--- src/rtl/apb_csr_completer.sv ---
// apb_csr_completer: APB completer exposing CTRL, STATUS and filter coefficient registers
// with a fixed number of wait states per access phase.
module apb_csr_completer #(
    parameter int ADDR_WIDTH  = 32,
    parameter int DATA_WIDTH  = 32,
    parameter int NUM_COEF    = 8,
    parameter int WAIT_STATES = 1
) (
    input  logic                           PCLK,
    input  logic                           PRESET,
    input  logic                           PSEL,
    input  logic                           PENABLE,
    input  logic                           PWRITE,
    input  logic [ADDR_WIDTH-1:0]          PADDR,
    input  logic [DATA_WIDTH-13:0]         PWDATA,
    output logic                           PREADY,
    output logic                           PSLVERR,
    output logic [DATA_WIDTH-1:0]          PRDATA,
    input  logic [DATA_WIDTH-1:0]          STAT_IN,
    output logic                           CTRL_EN,
    output logic                           CTRL_START,
    output logic [NUM_COEF*(DATA_WIDTH-12)-1:0] COEF_OUT
);
    localparam int CW = DATA_WIDTH - 12;

    typedef enum logic [1:0] {IDLE, WAIT, READY} state_t;

    state_t                   state;
    logic [2:0]               cnt;
    logic [ADDR_WIDTH-1:0]    addr_q;
    logic                     write_q;
    logic [CW-1:0]            wdata_q;
    logic [NUM_COEF*CW-1:0]   coef_q;
    logic [ADDR_WIDTH-1:0]    off;
    logic                     is_ctrl, is_stat, is_coef, err, commit;
    logic [CW-1:0]            coef_rd;
    logic [DATA_WIDTH-1:0]    rd;

    always_comb begin
        off     = (addr_q - ADDR_WIDTH'(8)) >> 2;
        is_ctrl = addr_q == '0;
        is_stat = addr_q == ADDR_WIDTH'(4);
        is_coef = addr_q[1:0] == 2'b00 && addr_q >= ADDR_WIDTH'(8) && off < ADDR_WIDTH'(NUM_COEF);
        err     = !(is_ctrl || is_stat || is_coef) || (write_q && is_stat);
        coef_rd = '0;
        for (int k = 0; k < NUM_COEF; k++)
            if (off == ADDR_WIDTH'(k)) coef_rd = coef_q[k*CW +: CW];
        rd      = is_ctrl ? {{(DATA_WIDTH-1){1'b0}}, CTRL_EN} :
                  is_stat ? STAT_IN : DATA_WIDTH'(coef_rd);
        PREADY  = state == READY;
        PSLVERR = PREADY && err;
        PRDATA  = (PREADY && !err) ? rd : '0;
        // A deselect during READY is an abort, so the write only lands while PSEL holds.
        commit  = PREADY && PSEL && write_q && !err;
    end

    assign COEF_OUT = coef_q;

    always_ff @(posedge PCLK or posedge PRESET) begin
        if (PRESET) begin
            state      <= IDLE;
            cnt        <= '0;
            addr_q     <= '0;
            write_q    <= 1'b0;
            wdata_q    <= '0;
            coef_q     <= '0;
            CTRL_EN    <= 1'b0;
            CTRL_START <= 1'b0;
        end else begin
            CTRL_START <= commit && is_ctrl && wdata_q[1];
            if (commit && is_ctrl) CTRL_EN <= wdata_q[0];
            for (int k = 0; k < NUM_COEF; k++)
                if (commit && is_coef && off == ADDR_WIDTH'(k)) coef_q[k*CW +: CW] <= wdata_q;
            case (state)
                IDLE: if (PSEL && !PENABLE) begin
                    addr_q  <= PADDR;
                    write_q <= PWRITE;
                    wdata_q <= PWDATA;
                    cnt     <= 3'(WAIT_STATES);
                    state   <= (WAIT_STATES == 0) ? READY : WAIT;
                end
                WAIT: if (!PSEL) begin
                    state <= IDLE;
                    cnt   <= '0;
                end else begin
                    cnt <= cnt - 3'd1;
                    if (cnt == 3'd1) state <= READY;
                end
                default: state <= IDLE;
            endcase
        end
    end
endmodule
--- config.mk ---
export PLATFORM = sky130hd
export DESIGN_NAME = apb_csr_completer
export DESIGN_NICKNAME = d
export VERILOG_FILES = /design/src/rtl/apb_csr_completer.sv
export SDC_FILE = /design/constraint.sdc
export NUM_CORES = 1
export LEC_CHECK = 0
export CAP_MARGIN = 20
export CORE_UTILIZATION = 53
export DETAILED_ROUTE_END_ITERATION = 8
export PLACE_DENSITY = 0.95
export SYNTH_ARGS = -nofsm -noshare
export SYNTH_HDL_FRONTEND = slang
export SYNTH_SLANG_ARGS = --single-unit
--- constraint.sdc ---
create_clock -name PCLK -period 11.49 [get_ports PCLK]
set_clock_uncertainty 0.05 [all_clocks]
set_input_delay 2.298 -clock PCLK [delete_from_list [all_inputs] [get_ports PCLK]]
set_output_delay 2.298 -clock PCLK [all_outputs]
set_load 0.05 [all_outputs]
After elaboration in Yosys (flattened, before gate mapping):

Cells that the tools add are included.

* equality and inequality tests: 13
* muxes and demuxes: 18
* add/subtract/negate cells: 2
* reduce and logical (&&, ||, !) cells: 34
* $lt $le $gt $ge: 2

Operators by type and width (count)
* 20-bit 2-to-1 mux: 8
* 30-bit by 3-bit == test with 1-bit output (second input constant): 4
* 32-bit 2-to-1 mux: 3
* 32-bit zero test: 2
* 30-bit by 2-bit == test with 1-bit output (second input constant): 2
* 32-bit by 3-bit == test with 1-bit output (second input constant): 1
* 32-bit by 4-bit >= comparator with 1-bit output (second input constant): 1
* 32-bit by 4-bit subtractor with 32-bit output (second input constant): 1
* 30-bit by 1-bit == test with 1-bit output (second input constant): 1
* 30-bit by 4-bit < comparator with 1-bit output (second input constant): 1
* 1-bit logical AND: 20
* 2-bit 2-to-1 mux: 3
* 3-bit 2-to-1 mux: 2
* 3-bit case mux with 2 select lines: 1
* 2-bit AND reduction: 3
* 2-bit zero test: 2
* 2-bit case mux with 2 select lines: 1
* 3-bit by 1-bit == test with 1-bit output (second input constant): 1
* 1-bit zero test: 3
* 1-bit logical OR: 3
* 3-bit inequality test (second input constant): 1
* 3-bit by 1-bit subtractor with 3-bit output (second input constant): 1
* 2-bit by 1-bit == test with 1-bit output (second input constant): 1
* 2-bit == test (second input constant): 1
* other kinds (2): 2

* input bits: 89
* register bits after elaboration: 220
* word-level logic and storage cells: 84

Longest topological paths before layout:

* depth in word-level cells: 13
* gate-level depth with buffers: 13
* gate-level depth less buffers: 10

Worst setup path after synthesis:

OpenSTA, ideal clock, no wires.

* path type: register to output
* from: reg addr_q[3]
* to: out PRDATA[19]
* path slack: 4.534 ns
* required time: 9.142 ns
* buffers on the path: 3
* stages on the path, launching flop included: 14
* data arrival time: 4.608 ns
* cells stage by stage: dfrtp_1 > clkbuf_1 > inv_1 > ha_1 > nor2b_1 > a2111oi_0 > o211ai_1 > nor2_1 > clkbuf_1 > clkbuf_1 > a21oi_1 > o41ai_1 > a21oi_1 > nor4b_1

* longest elaborated chain between the ends: 13
* elaborated cells between the ends (all ways): 33
* classes of those cells: add/sub (1); order compare (2); eq/ne (8); mux (11); reduce/logical (11)

RTL lines
* start, declared: RTL line 30 `logic [ADDR_WIDTH-1:0] addr_q;`
* start signal, assigned: RTL line 63 `addr_q <= '0;`
* start signal, assigned: RTL line 76 `addr_q <= PADDR;`
* 32-bit by 4-bit subtractor with 32-bit output: RTL line 40 `off = (addr_q - ADDR_WIDTH'(8)) >> 2;`
* 32-bit zero test: RTL line 47 `if (off == ADDR_WIDTH'(k)) coef_rd = coef_q[k*CW +: CW];`
* 20-bit 2-to-1 mux (8 in a row): RTL line 47
* 32-bit 2-to-1 mux: RTL line 49 `is_stat ? STAT_IN : DATA_WIDTH'(coef_rd);`
* 32-bit 2-to-1 mux: RTL line 48 `rd = is_ctrl ? {{(DATA_WIDTH-1){1'b0}}, CTRL_EN} :`
* 32-bit 2-to-1 mux *: RTL line 52 `PRDATA = (PREADY && !err) ? rd : '0;`
* end, declared: RTL line 18 `output logic [DATA_WIDTH-1:0] PRDATA,`

Mark *: on every way between the ends. The rest lies on a longest branch, timed or not.

Final worst setup path:

Ends and elaborated chain as after synthesis.

==> flow_summary.json <==
{
  "status": "complete, no violations",
  "drive_gt1_frac": 0.1061,
  "cts_tree": "done",
  "synth_top_family_by_area": "multiplexers",
  "synth.top_cell.area_share": 0.5187,
  "drcViolationCount": 0,
  "avgViaCountPerCell": 6.213,
  "critPathArrivalTime_ns": 6.03,
  "postSynthCellCount": 871,
  "layout_common_cells": "284 x clkdlybuf4s50_1, 219 x dfrtp_1, 160 x mux2_1, 58 x mux2_2, 35 x nor2_1",
  "path_class": "reg -> out",
  "synth.area.top_cells": "dfrtp_1 52%, mux2_1 17%, mux2_2 6.2%, a221oi_1 1.6%, a211oi_1 1.4%",
  "stdcell_count": 1416,
  "syn_area_sq_um": 10610,
  "die-width_um": 143.5,
  "synthMuxAreaShare": 0.2388,
  "worst_pin_slew_ns": 1.091,
  "cts-resized-gates": 0,
  "first_pass_iters": 5,
  "ctsHoldBuffers": 0,
  "fillers": 1306,
  "htreeDepth": 1,
  "clock_latency_ns": 0.52,
  "hold_viol_final": 0,
  "maxCapViolCount": 0,
  "p_per_area_nw_per_um2": 142.6,
  "synth.distinct_cells": 64,
  "power_mw": 2.056,
  "critPathMaxFanout": 13,
  "synth-simple-area-share": 0.08959,
  "routedWlPerCell_um": 23.58,
  "root_buffer": "clkbuf_16",
  "async_reset_ff_frac": 1.000,
  "num_rows": 51,
  "yosys_most_used_dff": "dfrtp_1",
  "portBuffers": 284,
  "multi_input_area_sq_um": 4828,
  "regArea_sq_um": 5507,
  "grt_pass1_vias": 9040,
  "grt_pass1_wl_um": 50990,
  "period_share": 0.7291,
  "gp_congestion": 0.8956,
  "antenna_found_initial": 1,
  "whs_ns": 0.4384,
  "wl_um": 33390,
  "peakVddDrop_mv": 0.1146,
  "syn_nets": 963,
  "core_area_sq_um": 19530,
  "relSlewSlack": 0.2704,
  "setup_violations": 0,
  "area_growth_pct": 35.88,
  "synth-edff-count": 0,
  "antenna_left": 0,
  "synth_fa_ha_area_frac": 0.003536,
  "cts.sinks": 220,
  "ys_warn_count": 0,
  "vias": 8798,
  "period_minus_slack_ns": 8.377,
  "cts_buffers": 23,
  "timing.final.ws_setup_ns": 3.113,
  "mostFrequentLayoutCell": "clkdlybuf4s50_1",
  "required_ns": 9.14,
  "syn_avg_cell_area_sq_um": 12.19,
  "place_ws_ns": 3.691,
  "yosys_register_bits": 220,
  "dp_hpwl_um": 22790,
  "place_area_sq_um": 13670,
  "fmaxAchievable_mhz": 119.4,
  "yosysTopAreaCell": "dfrtp_1",
  "boundaryPins": 285,
  "synth-compound-area-share": 0.1197,
  "globalRouteTotalUtil": 0.3267,
  "start_util": 0.5436,
  "rsz0062_at_grt": "no",
  "leakage_nw": 6.351,
  "post_cts_buffers": 0,
  "final_cell_area_sq_um": 14420,
  "fin_util": 0.7386,
  "synth_xor_area_frac": 0.0008252,
  "dieArea_sq_um": 20600,
  "die_height_um": 143.5,
  "slew_violations": 0,
  "synth-seq-area-share": 0.5187,
  "nets": 1227,
  "grt_overflow": 0,
  "hold_class": "reg -> reg",
  "grt_max_degree": 149,
  "clk_path_buf_depth": 3,
  "path_clk_slew_ns": 0.06,
  "dp.cells": 1375,
  "fin_setup_tns_ns": 0,
  "critPathCaptureType": "output port",
  "drt_iter0_drc": 863,
  "critPathLaunchType": "register"
}
layer usage:
| metal | wire [um] | GRT usage | vias up |
|---|---|---|---|
| li1 | - | - | 3810 |
| met1 | 12800 | 0.4074 | 4387 |
| met2 | 16180 | 0.5445 | 499 |
| met3 | 2976 | 0.06864 | 102 |
| met4 | 1429 | 0.1523 | 0 |
| met5 | 0 | 0 | - |
registers in the layout, summed over array words and instances, names as in the netlist:
| signal | flops |
|---|---|
| COEF_OUT | 160 |
| addr_q | 32 |
| CTRL_EN | 1 |
| CTRL_START | 1 |
| write_q | 1 |
| wdata_q | 20 |
| state | 2 |
| cnt | 3 |
synthesized netlist by cell type (4+ instances only):
| cell | count |
|---|---|
| a211oi_1 | 20 |
| a21o_1 | 9 |
| a21oi_1 | 30 |
| a221oi_1 | 19 |
| a22oi_1 | 18 |
| and2_1 | 18 |
| and3_1 | 6 |
| buf_1 | 8 |
| buf_2 | 11 |
| buf_4 | 6 |
| clkbuf_1 | 34 |
| dfrtp_1 | 220 |
| inv_1 | 12 |
| mux2_1 | 160 |
| mux2_2 | 58 |
| mux2i_1 | 8 |
| nand2_1 | 34 |
| nand3_1 | 11 |
| nand4_1 | 4 |
| nor2_1 | 36 |
| nor3_1 | 9 |
| nor4_1 | 10 |
| o211ai_1 | 14 |
| o21ai_0 | 23 |
| o22ai_1 | 10 |
| o32ai_1 | 9 |
| or3_1 | 10 |
| or4_1 | 5 |
report_power, final:
group	internal, mW	switching [mW]	total, mW	leakage (nW)
Sequential	0.843	0.120	0.963	2.95
Combinational	0.148	0.199	0.348	3.03
Clock	0.446	0.300	0.745	0.368
Total	1.44	0.619	2.06	6.35
worst paths after layout:
path                            from            to  slack (ns)  depth (start not counted)
max                        addr_q[3]    PRDATA[19]        3.11                         10
min reg2reg                   cnt[1]        cnt[1]        0.44                          2
min in group asynchronous     PRESET  COEF_OUT[84]        2.35                          2
max reg2reg                addr_q[3]  COEF_OUT[82]        6.62                          9
max in group asynchronous     PRESET      state[0]        7.43                          3
min                           cnt[1]        cnt[1]        0.44                          2
cell families (layout without fill, tap and decap cells):
| family | count (synthesis) | in the layout |
|---|---|---|
| multiplexers | 226 | 226 |
| flip-flops | 220 | 220 |
| AO/OA/AOI/OAI | 179 | 179 |
| AND/OR/NAND/NOR | 170 | 170 |
| buffers and inverters | 72 | 351 |
| adder cells (fa/ha/maj) | 3 | 3 |
| XOR/XNOR | 1 | 1 |
| other | 0 | 1 |
area by class of cell:
class,instances,area share
flip-flops and latches,220,0.3818
multi-input cells,579,0.3348
repair buffers,298,0.2044
clock buffers,35,0.04650
well taps,265,0.02299
clock inverters,5,0.005465
inverters,13,0.003904
diodes,1,0.0001735
critical path, cell delays in order, from the launching register on:
cell and delay, ns:
dfrtp_1 0.64, inv_1 0.11, ha_1 0.32, nor2b_1 0.16
a2111oi_0 0.55, o211ai_1 0.38, or3_1 0.51, o32ai_2 0.79
nand2_1 0.52, nor4b_1 0.63, clkdlybuf4s50_1 0.90
No activity file was read; power rests on OpenSTA's default activity.
